$ cat config.mk
export PLATFORM = sky130hd
export DESIGN_NAME = host_uart_link_flat
export DESIGN_NICKNAME = d
export VERILOG_FILES = /design/src/rtl/host_uart_pkg.sv /design/src/rtl/host_uart_link_if.sv /design/src/rtl/host_uart_rx.sv /design/src/rtl/host_uart_link.sv /design/src/flat_wrapper.sv
export SDC_FILE = /design/constraint.sdc
export NUM_CORES = 1
export LEC_CHECK = 0
export ABC_AREA = 1
export BUFFER_PORTS_ARGS = -buffer_cell sky130_fd_sc_hd__buf_2
export CAP_MARGIN = 10
export CORE_MARGIN = 8
export CORE_UTILIZATION = 40
export DETAILED_ROUTE_END_ITERATION = 16
export GPL_ROUTABILITY_DRIVEN = 0
export PLACE_DENSITY_LB_ADDON = 0.3
export REMOVE_ABC_BUFFERS = 1
export SYNTH_ARGS = -nofsm -noshare
export SYNTH_HDL_FRONTEND = slang
export SYNTH_SLANG_ARGS = --single-unit
export TNS_END_PERCENT = 1
$ cat constraint.sdc
create_clock -name clk -period 1.5 [get_ports clk]
set_clock_uncertainty 0.1 [all_clocks]
set_input_delay 0.075 -clock clk [delete_from_list [all_inputs] [get_ports clk]]
set_output_delay 0.075 -clock clk [all_outputs]
set_load 0.05 [all_outputs]
$ cat src/rtl/host_uart_pkg.sv
// Shared types and constants for the host-side UART link.
// Optional even-parity framing is enabled by defining UART_PARITY_EN.
package host_uart_pkg;

   localparam int unsigned DEF_CLK_PER_BIT = 868;
   localparam int unsigned DATA_BITS       = 8;
`ifdef UART_PARITY_EN
   localparam int unsigned FRAME_BITS      = 11;
`else
   localparam int unsigned FRAME_BITS      = 10;
`endif

   typedef enum logic [2:0] {
      TX_IDLE   = 3'd0,
      TX_START  = 3'd1,
      TX_DATA   = 3'd2,
      TX_STOP   = 3'd3,
      TX_PARITY = 3'd4
   } tx_state_e;

   typedef enum logic [2:0] {
      RX_IDLE      = 3'd0,
      RX_START     = 3'd1,
      RX_DATA      = 3'd2,
      RX_STOP      = 3'd3,
      RX_WAIT_HIGH = 3'd4,
      RX_PARITY    = 3'd5
   } rx_state_e;

   // Even parity: XOR of all data bits.
   function automatic logic even_parity(input logic [7:0] d);
      return ^d;
   endfunction

endpackage

$ cat src/rtl/host_uart_link_if.sv
// Host-facing byte interface of the UART link: tx handshake and rx pulses.
interface host_uart_link_if;
   logic [7:0] tx_data;
   logic       tx_valid;
   logic       tx_ready;
   logic [7:0] rx_data;
   logic       rx_valid;
   logic       rx_frame_err;

   modport master (
      output tx_data, tx_valid,
      input  tx_ready, rx_data, rx_valid, rx_frame_err
   );

   modport slave (
      input  tx_data, tx_valid,
      output tx_ready, rx_data, rx_valid, rx_frame_err
   );
endinterface

$ cat src/rtl/host_uart_rx.sv
// UART receiver: rxd synchronizer plus mid-bit sampling receive FSM.
// With UART_PARITY_EN an even-parity bit is checked before the stop bit.
module host_uart_rx
   import host_uart_pkg::*;
#(
   parameter int unsigned CLK_PER_BIT = DEF_CLK_PER_BIT,
   parameter int unsigned SYNC_STAGES = 2
) (
   input  logic       clk,
   input  logic       rst,
   input  logic       rxd,
   output logic [7:0] rx_data,
   output logic       rx_valid,
   output logic       rx_frame_err
);

   localparam int unsigned BAUD_W = $clog2(CLK_PER_BIT);
   localparam logic [BAUD_W-1:0] BAUD_LAST = BAUD_W'(CLK_PER_BIT - 1);
   localparam logic [BAUD_W-1:0] BAUD_HALF = BAUD_W'(CLK_PER_BIT / 2);

   logic [SYNC_STAGES-1:0] sync_q, sync_d;
   rx_state_e              state_q, state_d;
   logic [BAUD_W-1:0]      baud_q, baud_d;
   logic [2:0]             bit_q, bit_d;
   logic [7:0]             shift_q, shift_d;
   logic [7:0]             rx_data_q, rx_data_d;
   logic                   rx_valid_q, rx_valid_d;
   logic                   rx_err_q, rx_err_d;
   logic                   rxd_s;
   logic                   baud_done;
   logic                   par_ok;

   assign rxd_s     = sync_q[SYNC_STAGES-1];
   assign baud_done = (baud_q == BAUD_LAST);

`ifdef UART_PARITY_EN
   logic par_q, par_d;
   assign par_ok = (par_q == even_parity(shift_q));
`else
   assign par_ok = 1'b1;
`endif

   // Synchronizer shift, oldest sample at the top.
   always_comb begin
      sync_d = {sync_q[SYNC_STAGES-2:0], rxd};
   end

   // Receive FSM next-state and outputs.
   always_comb begin
      state_d    = state_q;
      baud_d     = baud_q;
      bit_d      = bit_q;
      shift_d    = shift_q;
      rx_data_d  = rx_data_q;
      rx_valid_d = 1'b0;
      rx_err_d   = 1'b0;
`ifdef UART_PARITY_EN
      par_d      = par_q;
`endif
      case (state_q)
         RX_IDLE: begin
            baud_d = '0;
            bit_d  = '0;
            if (!rxd_s) state_d = RX_START;
         end
         RX_START: begin
            baud_d = baud_q + BAUD_W'(1);
            if (baud_q == BAUD_HALF) begin
               baud_d  = '0;
               state_d = rxd_s ? RX_IDLE : RX_DATA;
            end
         end
         RX_DATA: begin
            baud_d = baud_q + BAUD_W'(1);
            if (baud_done) begin
               baud_d         = '0;
               shift_d[bit_q] = rxd_s;
               bit_d          = bit_q + 3'd1;
               if (bit_q == 3'd7) begin
`ifdef UART_PARITY_EN
                  state_d = RX_PARITY;
`else
                  state_d = RX_STOP;
`endif
               end
            end
         end
`ifdef UART_PARITY_EN
         RX_PARITY: begin
            baud_d = baud_q + BAUD_W'(1);
            if (baud_done) begin
               baud_d  = '0;
               par_d   = rxd_s;
               state_d = RX_STOP;
            end
         end
`endif
         RX_STOP: begin
            baud_d = baud_q + BAUD_W'(1);
            if (baud_done) begin
               baud_d = '0;
               if (!rxd_s) begin
                  rx_err_d = 1'b1;
                  state_d  = RX_WAIT_HIGH;
               end else begin
                  state_d = RX_IDLE;
                  if (par_ok) begin
                     rx_data_d  = shift_q;
                     rx_valid_d = 1'b1;
                  end else begin
                     rx_err_d = 1'b1;
                  end
               end
            end
         end
         RX_WAIT_HIGH: begin
            baud_d = '0;
            if (rxd_s) state_d = RX_IDLE;
         end
         default: state_d = RX_IDLE;
      endcase
   end

   // Receive state register with synchronous reset.
   always_ff @(posedge clk) begin
      if (rst) begin
         sync_q     <= '1;
         state_q    <= RX_IDLE;
         baud_q     <= '0;
         bit_q      <= '0;
         shift_q    <= '0;
         rx_data_q  <= '0;
         rx_valid_q <= 1'b0;
         rx_err_q   <= 1'b0;
`ifdef UART_PARITY_EN
         par_q      <= 1'b0;
`endif
      end else begin
         sync_q     <= sync_d;
         state_q    <= state_d;
         baud_q     <= baud_d;
         bit_q      <= bit_d;
         shift_q    <= shift_d;
         rx_data_q  <= rx_data_d;
         rx_valid_q <= rx_valid_d;
         rx_err_q   <= rx_err_d;
`ifdef UART_PARITY_EN
         par_q      <= par_d;
`endif
      end
   end

   assign rx_data      = rx_data_q;
   assign rx_valid     = rx_valid_q;
   assign rx_frame_err = rx_err_q;

endmodule

$ cat src/rtl/host_uart_link.sv
// Host-side full-duplex UART endpoint: inline transmitter plus host_uart_rx.
// Define UART_PARITY_EN to add an even-parity bit (11-bit frames).
module host_uart_link
   import host_uart_pkg::*;
#(
   parameter int unsigned CLK_PER_BIT = DEF_CLK_PER_BIT,
   parameter int unsigned SYNC_STAGES = 2
) (
   input  logic            clk,
   input  logic            rst,
   output logic            txd,
   input  logic            rxd,
   host_uart_link_if.slave bus
);

   localparam int unsigned BAUD_W = $clog2(CLK_PER_BIT);
   localparam logic [BAUD_W-1:0] BAUD_LAST = BAUD_W'(CLK_PER_BIT - 1);

   tx_state_e         state_q, state_d;
   logic [BAUD_W-1:0] baud_q, baud_d;
   logic [2:0]        bit_q, bit_d;
   logic [7:0]        data_q, data_d;
   logic              txd_q, txd_d;
   logic              tx_ready_q, tx_ready_d;
   logic              baud_done;
   logic [7:0]        rx_data;
   logic              rx_valid;
   logic              rx_frame_err;

   assign baud_done = (baud_q == BAUD_LAST);

   // Transmit FSM next-state; txd is registered so each level lasts whole bit times.
   always_comb begin
      state_d    = state_q;
      baud_d     = baud_q;
      bit_d      = bit_q;
      data_d     = data_q;
      txd_d      = txd_q;
      tx_ready_d = tx_ready_q;
      case (state_q)
         TX_IDLE: begin
            baud_d = '0;
            bit_d  = '0;
            if (bus.tx_valid && tx_ready_q) begin
               data_d     = bus.tx_data;
               state_d    = TX_START;
               txd_d      = 1'b0;
               tx_ready_d = 1'b0;
            end
         end
         TX_START: begin
            baud_d = baud_q + BAUD_W'(1);
            if (baud_done) begin
               baud_d  = '0;
               state_d = TX_DATA;
               txd_d   = data_q[0];
            end
         end
         TX_DATA: begin
            baud_d = baud_q + BAUD_W'(1);
            if (baud_done) begin
               baud_d = '0;
               if (bit_q == 3'd7) begin
`ifdef UART_PARITY_EN
                  state_d = TX_PARITY;
                  txd_d   = even_parity(data_q);
`else
                  state_d = TX_STOP;
                  txd_d   = 1'b1;
`endif
               end else begin
                  bit_d = bit_q + 3'd1;
                  txd_d = data_q[3'(bit_q + 3'd1)];
               end
            end
         end
`ifdef UART_PARITY_EN
         TX_PARITY: begin
            baud_d = baud_q + BAUD_W'(1);
            if (baud_done) begin
               baud_d  = '0;
               state_d = TX_STOP;
               txd_d   = 1'b1;
            end
         end
`endif
         TX_STOP: begin
            baud_d = baud_q + BAUD_W'(1);
            if (baud_done) begin
               baud_d     = '0;
               state_d    = TX_IDLE;
               txd_d      = 1'b1;
               tx_ready_d = 1'b1;
            end
         end
         default: begin
            state_d    = TX_IDLE;
            txd_d      = 1'b1;
            tx_ready_d = 1'b1;
         end
      endcase
   end

   // Transmit state register with synchronous reset.
   always_ff @(posedge clk) begin
      if (rst) begin
         state_q    <= TX_IDLE;
         baud_q     <= '0;
         bit_q      <= '0;
         data_q     <= '0;
         txd_q      <= 1'b1;
         tx_ready_q <= 1'b1;
      end else begin
         state_q    <= state_d;
         baud_q     <= baud_d;
         bit_q      <= bit_d;
         data_q     <= data_d;
         txd_q      <= txd_d;
         tx_ready_q <= tx_ready_d;
      end
   end

   host_uart_rx #(
      .CLK_PER_BIT (CLK_PER_BIT),
      .SYNC_STAGES (SYNC_STAGES)
   ) u_rx (
      .clk          (clk),
      .rst          (rst),
      .rxd          (rxd),
      .rx_data      (rx_data),
      .rx_valid     (rx_valid),
      .rx_frame_err (rx_frame_err)
   );

   assign txd              = txd_q;
   assign bus.tx_ready     = tx_ready_q;
   assign bus.rx_data      = rx_data;
   assign bus.rx_valid     = rx_valid;
   assign bus.rx_frame_err = rx_frame_err;

endmodule

$ cat src/flat_wrapper.sv
// flat-port wrapper written by rule: the top's interface ports become plain ports
module host_uart_link_flat import host_uart_pkg::*;
#(
   parameter int unsigned CLK_PER_BIT = DEF_CLK_PER_BIT,
   parameter int unsigned SYNC_STAGES = 2
)
  (clk, rst, txd, rxd, bus_tx_data, bus_tx_valid, bus_tx_ready, bus_rx_data, bus_rx_valid, bus_rx_frame_err);
  host_uart_link_if bus_i ();
  input  logic clk;
  input  logic rst;
  output logic txd;
  input  logic rxd;
  input wire logic [$bits(bus_i.tx_data)-1:0] bus_tx_data;
  input wire logic [$bits(bus_i.tx_valid)-1:0] bus_tx_valid;
  output wire logic [$bits(bus_i.tx_ready)-1:0] bus_tx_ready;
  output wire logic [$bits(bus_i.rx_data)-1:0] bus_rx_data;
  output wire logic [$bits(bus_i.rx_valid)-1:0] bus_rx_valid;
  output wire logic [$bits(bus_i.rx_frame_err)-1:0] bus_rx_frame_err;
  assign bus_i.tx_data = bus_tx_data;
  assign bus_i.tx_valid = bus_tx_valid;
  assign bus_tx_ready = bus_i.tx_ready;
  assign bus_rx_data = bus_i.rx_data;
  assign bus_rx_valid = bus_i.rx_valid;
  assign bus_rx_frame_err = bus_i.rx_frame_err;
  host_uart_link #(.CLK_PER_BIT(CLK_PER_BIT), .SYNC_STAGES(SYNC_STAGES)) u_core (.clk(clk), .rst(rst), .txd(txd), .rxd(rxd), .bus(bus_i));
endmodule
; Word level (Yosys, flattened, before mapping)
; Index checks and enable logic that the tools add are counted.
[totals]
output_inout_bits = 12
ram_bits = 0
rom_bits = 0
regBits = 62
latch_bits = 0
n_memories = 0
inputBits = 12
elab_cells = 109
[op_classes]
n_div = 0
multipliers = 0
shift = 0
n_eq_ne = 24
muxes = 39
add_sub_neg = 4
bitwise = 3
n_lt_le_gt_ge = 3
n_reduce_logical = 22
[ops]
columns = op, n
row1 = $mux W3, 15
row2 = $mux W10, 3
row3 = $pmux W10 S3, 1
row4 = $add A10 B1 Y10 const B, 2
row5 = $eq A10 B10 Y1 const B, 2
row6 = $pmux W10 S2, 1
row7 = $pmux W3 S5, 1
row8 = $ne A2 B2 Y1 const B, 7
row9 = $eq A3 B2 Y1 const B, 4
row10 = $pmux W3 S2, 2
row11 = $pmux W3 S4, 1
row12 = $eq A10 B9 Y1 const B, 1
row13 = $ne A2 B1 Y1 const B, 5
row14 = $eq A3 B3 Y1 const B, 3
row15 = $mux W1, 9
row16 = $reduce_and A3 Y1, 3
row17 = $bwmux W8, 1
row18 = $lt A3 B4 Y1 const B, 2
row19 = $add A3 B1 Y3 const B, 2
row20 = $eq A3 B1 Y1 const B, 2
row21 = $logic_not A3 Y1, 2
row22 = $reduce_and A2 Y1, 3
row23 = $reduce_and A6 Y1, 1
row24 = $reduce_bool A2 Y1, 3
row25 = other kinds (13), 19

; Longest topological paths before layout
[logic_depth]
word_depth = 6
mapped_depth = 11
depth_no_buf = 11

; Modules after synthesis
; A second synthesis with hierarchy kept.
[hier_totals]
cells_unflattened = 460
area_unflattened_um2 = 3153.0
[modules_own_cells]
columns = module, area_each_um2, n_inst, seq_area_each_um2, cells_each
row1 = host_uart_rx, 1769.2, 1, 720.7, 253
row2 = host_uart_link, 1383.8, 1, 500.5, 207

; Worst setup path after synthesis
; No wires, ideal clock.
[synth_path]
path_kind = register to register
from = reg u_core.u_rx.baud_q[1]
to = reg u_core.u_rx.rx_data_q[5] (netlist: u_core.u_rx.rx_data[5])
path_stages_with_launch = 10
period_less_slack_ps = 1614
setup_ps = 115
setup_slack_ps = -114
required_ps = 1285
n_path_buf = 1
t_arrival_ps = 1398
path_cell_list = dfxtp_1 > ha_1 > inv_1 > nor2_1 > nand2_2 > nor2_8 > nand4_4 > buf_6 > o21ai_2 > a21oi_2
[synth_via]
elab_chain_len = 2
[synth_lines]
columns = item, line
row1 = start: declaration, host_uart_rx.sv:23  ; logic [BAUD_W-1:0] baud_q, baud_d;
row2 = start signal: assignment, host_uart_rx.sv:141  ; baud_q <= baud_d;
row3 = $eq A10 B10 Y1, host_uart_rx.sv:34  ; assign baud_done = (baud_q == BAUD_LAST);
row4 = $reduce_and A3 Y1 (no source line), n/a
row5 = end signal: assignment, host_uart_rx.sv:144  ; rx_data_q <= rx_data_d;
row6 = end: declaration, host_uart_rx.sv:26  ; logic [7:0] rx_data_q, rx_data_d;
; Every way passes these cells.
; A chain may end at the register's enable or synchronous reset.

; Worst setup path in the final report
[layout_path]
from = reg u_core.bit_q[0]
to = reg u_core.state_q[0]
[layout_via]
elab_chain_len = 3
[layout_lines]
columns = item, line
row1 = start: declaration, host_uart_link.sv:21  ; logic [2:0] bit_q, bit_d;
row2 = start signal: assignment, host_uart_link.sv:116  ; bit_q <= bit_d;
row3 = $eq A3 B3 Y1, host_uart_link.sv:63  ; if (bit_q == 3'd7) begin
row4 = $ne A2 B1 Y1 (no source line), n/a
row5 = $reduce_and A5 Y1 (no source line), n/a
row6 = end signal: assignment, host_uart_link.sv:114  ; state_q <= state_d;
row7 = end: declaration, host_uart_link.sv:19  ; tx_state_e state_q, state_d;
; Every way passes these cells.

==> metrics.yaml <==
run_status:
  status: "complete, but fails checks"
  violations: "negative setup slack"
logic_synthesis:
  synth-seq-cells: 61
  synth_cells: 440
  synth_area_leaders: "dfxtp_1 40%, nand2_1 11%, a21oi_1 7.6%"
  synth_top_area_share: 0.396
  yosys_warnings: 0
  synth_top_cell_by_area: "dfxtp_1"
  yosysSeqAreaShare: 0.396
  netlist_area_um2: 3080
  synth.avg_cell_area_um2: 7.01
  synthDistinctLibCells: 33
setup_path:
  crit_fanout: 2
  cp-start-kind: "register"
  crit_type: "reg2reg"
  crit_path_end_kind: "register"
  worstPathRequired_ns: 1.63
  reg2reg_depth: 9
  slowest_stage: "dfxtp_1"
  reg2reg_to: "u_core.state_q[0]$_SDFFE_PP0P_"
  worstPathArrival_ns: 1.68
  cp_slowest_stage_delay_ns: 0.32
  crit_family: "simple AND/OR/NAND/NOR gates"
  r2r_start: "u_core.bit_q[0]$_SDFFE_PP0P_"
  crit_chain: "ha_1 -> ha_1 -> nor2_2 -> inv_2 -> buf_4 -> nand4_1 -> nand2_1 -> nand2_1 -> nor2_1"
  crit_buf_inv: 2
  r2r_slack_ns: -0.05
finish:
  multi_input_area_um2: 1860
  final_nets: 560
  syn2layout_area_growth_pct: 39.8
  fin_cells: 642
  seqCellArea_um2: 1230
  diodes: 0
  utilization: 0.567
  fill_cells: 712
  final_area_um2: 4310
  drive_above_1_share: 0.346
detailed_routing:
  drt_iter0_markers: 132
  routed_via_density: 4.77
  drt_drc_violations_left: 0
  vias: 3065
  wl_met3_um: 248
  drt-pass1-iter-count: 4
  wl_met1_um: 3380
  antenna_left: 0
  finalWirelength_um: 7390
  wl_met2_um: 3680
  drt-wirelength-per-cell_um: 11.5
  top_layer: "met4"
global_route:
  grt.overflow.total: 0
  grt_pass1_wl_um: 12900
  grt_max_degree: 31
  antenna_found_initial: 0
  track_usage: 0.143
  grt_pass1_vias: 2922
placed_design:
  portBuffers: 23
  place_inst: 610
  post-place-ws_ns: -0.154
  place_area_um2: 3690
  detailed_place_hpwl_um: 4960
floorplanning:
  die_height_um: 104
  initial_core_util: 0.405
  ios: 24
  fp.dieW_um: 104
  die_area_um2: 10800
  rows: 32
  core_area_um2: 7610
timing:
  slew_viol_final: 0
  setup_viol: 18
  fin_crit_sh: 1.03
  setup_slack_ns: -0.0481
  worst_pin_slew_ns: 0.365
  relSlewSlack: 0.757
  setup_tns_ns: -0.262
  grt_setup_unrepaired: "true"
  final-hold-violation-count: 0
  max_freq_mhz: 646
  fin_crit_ns: 1.55
clock_tree:
  cts_max_path_buffers: 2
  cts-root-buf: "clkbuf_8"
  tritoncts.num_buffers: 9
  cts_tree: "done"
  cts_max_level: 3
  clk_pin_slew_worst_paths_ns: 0.08
  clock_latency_ns: 0.34
  cts.sink_count: 61
hold_path:
  hold_depth: 3
  hold_start: "rst"
  whs_endpoint: "u_core.u_rx.bit_q[2]$_SDFFE_PP0P_"
  hold_path.class: "in2reg"
run:
  maxCapViolCount: 0
power_and_ir_drop:
  power_density_nw_per_um2: 1410
  p_leak_uw: 0.00183
  ir_drop_mv: 0.689
-- per-stage QoR --
stage                     power, uW  hold slack (ns)
after detailed placement       4370            0.165
after global routing           6540           0.0997
after CTS                      5970           0.0681
after floorplan                3450           0.0441
after global placement         4330            0.170
final                          6060           0.0849
-- routing by layer --
| layer | up-vias | track usage |
|---|---|---|
| met5 | - | 0 |
| li1 | 1623 | - |
| met4 | 0 | 0.0445 |
| met2 | 37 | 0.249 |
| met3 | 11 | 0.0434 |
| met1 | 1394 | 0.162 |
-- report_power, final --
group / internal, uW / switching, uW
Combinational: 1160 / 1630
Sequential: 1840 / 133
Clock: 603 / 698
-- cell usage in the layout, fill, tap and decap left out, types with 9 or more instances in the layout --
master          n
inv_1          52
buf_2          23
nand2_1        82
buf_4          50
inv_2          10
clkbuf_8        9
nand2_2        10
a21oi_1        38
nor2_1         39
o21ai_1         9
o21ai_0        19
a21oi_2        11
dfxtp_1        52
nand3_1        22
dlygate4sd3_1   9
-- how the worst max path moves through the flow --
| stage | from | endpoint | slack [ns] | cells past startpoint |
|---|---|---|---|---|
| floorplan | u_core.u_rx.baud_q[1]$_SDFFE_PP0P_ | u_core.u_rx.rx_data[0]$_SDFFE_PP0P_ | -0.11 | 8 |
| global placement | u_core.u_rx.baud_q[0]$_SDFFE_PP0P_ | u_core.u_rx.baud_q[8]$_SDFFE_PP0P_ | -0.1 | 10 |
| detailed placement | u_core.u_rx.baud_q[1]$_SDFFE_PP0P_ | u_core.u_rx.baud_q[8]$_SDFFE_PP0P_ | -0.15 | 10 |
| CTS | u_core.u_rx.baud_q[1]$_SDFFE_PP0P_ | u_core.u_rx.rx_data[2]$_SDFFE_PP0P_ | -0.06 | 8 |
| global route | u_core.u_rx.baud_q[0]$_SDFFE_PP0P_ | u_core.u_rx.baud_q[8]$_SDFFE_PP0P_ | -0.16 | 8 |
| finish | u_core.bit_q[0]$_SDFFE_PP0P_ | u_core.state_q[0]$_SDFFE_PP0P_ | -0.05 | 9 |
-- sequential cells by signal, indices dropped and copies added (netlist names) --
| signal | flops |
|---|---|
| u_core.u_rx.bit_q | 3 |
| u_core.u_rx.baud_q | 10 |
| u_core.baud_q | 10 |
| u_core.u_rx.rx_frame_err | 1 |
| u_core.u_rx.shift_q | 8 |
| u_core.bus.tx_ready | 1 |
| u_core.state_q | 2 |
| u_core.data_q | 8 |
| u_core.u_rx.rx_valid | 1 |
| u_core.u_rx.rx_data | 8 |
| u_core.u_rx.state_q | 3 |
| u_core.txd | 1 |
| u_core.u_rx.sync_q | 2 |
| u_core.bit_q | 3 |
-- cells by family (layout without fill, tap and decap cells) --
| kind of cell | after synthesis | in the layout | synth area share |
|---|---|---|---|
| flops | 61 | 61 | 0.396 |
| simple gates | 206 | 208 | 0.307 |
| buf+inv | 72 | 170 | 0.0901 |
| fa+ha+maj | 13 | 13 | 0.0527 |
| xor+xnor | 3 | 3 | 0.00852 |
| compound gates | 85 | 85 | 0.146 |
-- area by class of cell --
class                           count  share of cell area
Clock buffer                        9              0.0287
Clock inverter                      7              0.0122
Inverter                           64              0.0569
Multi-Input combinational cell    309               0.431
Sequential cell                    61               0.286
Tap cell                          102              0.0296
Timing Repair Buffer               90               0.156
-- tightest hold or removal path, delay by kind of cell --
| kind | cells | cell delay (ns) |
|---|---|---|
| compound gates | 1 | 0.05 |
| buf+inv | 2 | 0.35 |
-- cells in the mapped netlist --
library cell	count
o21ai_2	3
nand4_1	5
ha_1	13
o21ai_0	19
xor2_1	2
nand3_1	29
o21ai_1	11
nor4_1	3
nor3_1	10
nor2_2	2
nor3_2	2
a211oi_1	1
inv_1	59
nand4_4	1
nand2_4	1
nand2_1	90
nand2_2	4
o211ai_1	1
a21oi_2	2
nand3b_1	1
inv_2	5
and3_1	1
buf_6	1
o22ai_1	1
nor2_4	1
dfxtp_1	61
clkbuf_1	7
nand3_4	1
nor2_8	1
or2_2	3
xnor2_1	1
nor2_1	51
a21oi_1	47
-- repair_timing --
action	CTS	global route
endpoints found under the hold margin	9	0
hold buffers	9	0
resized for setup	50	39
setup endpoints to repair	48	59
pin swaps	22	15
buffers inserted	5	2
gates cloned	2	0
Note: power is estimated with default switching activity, not from simulation.
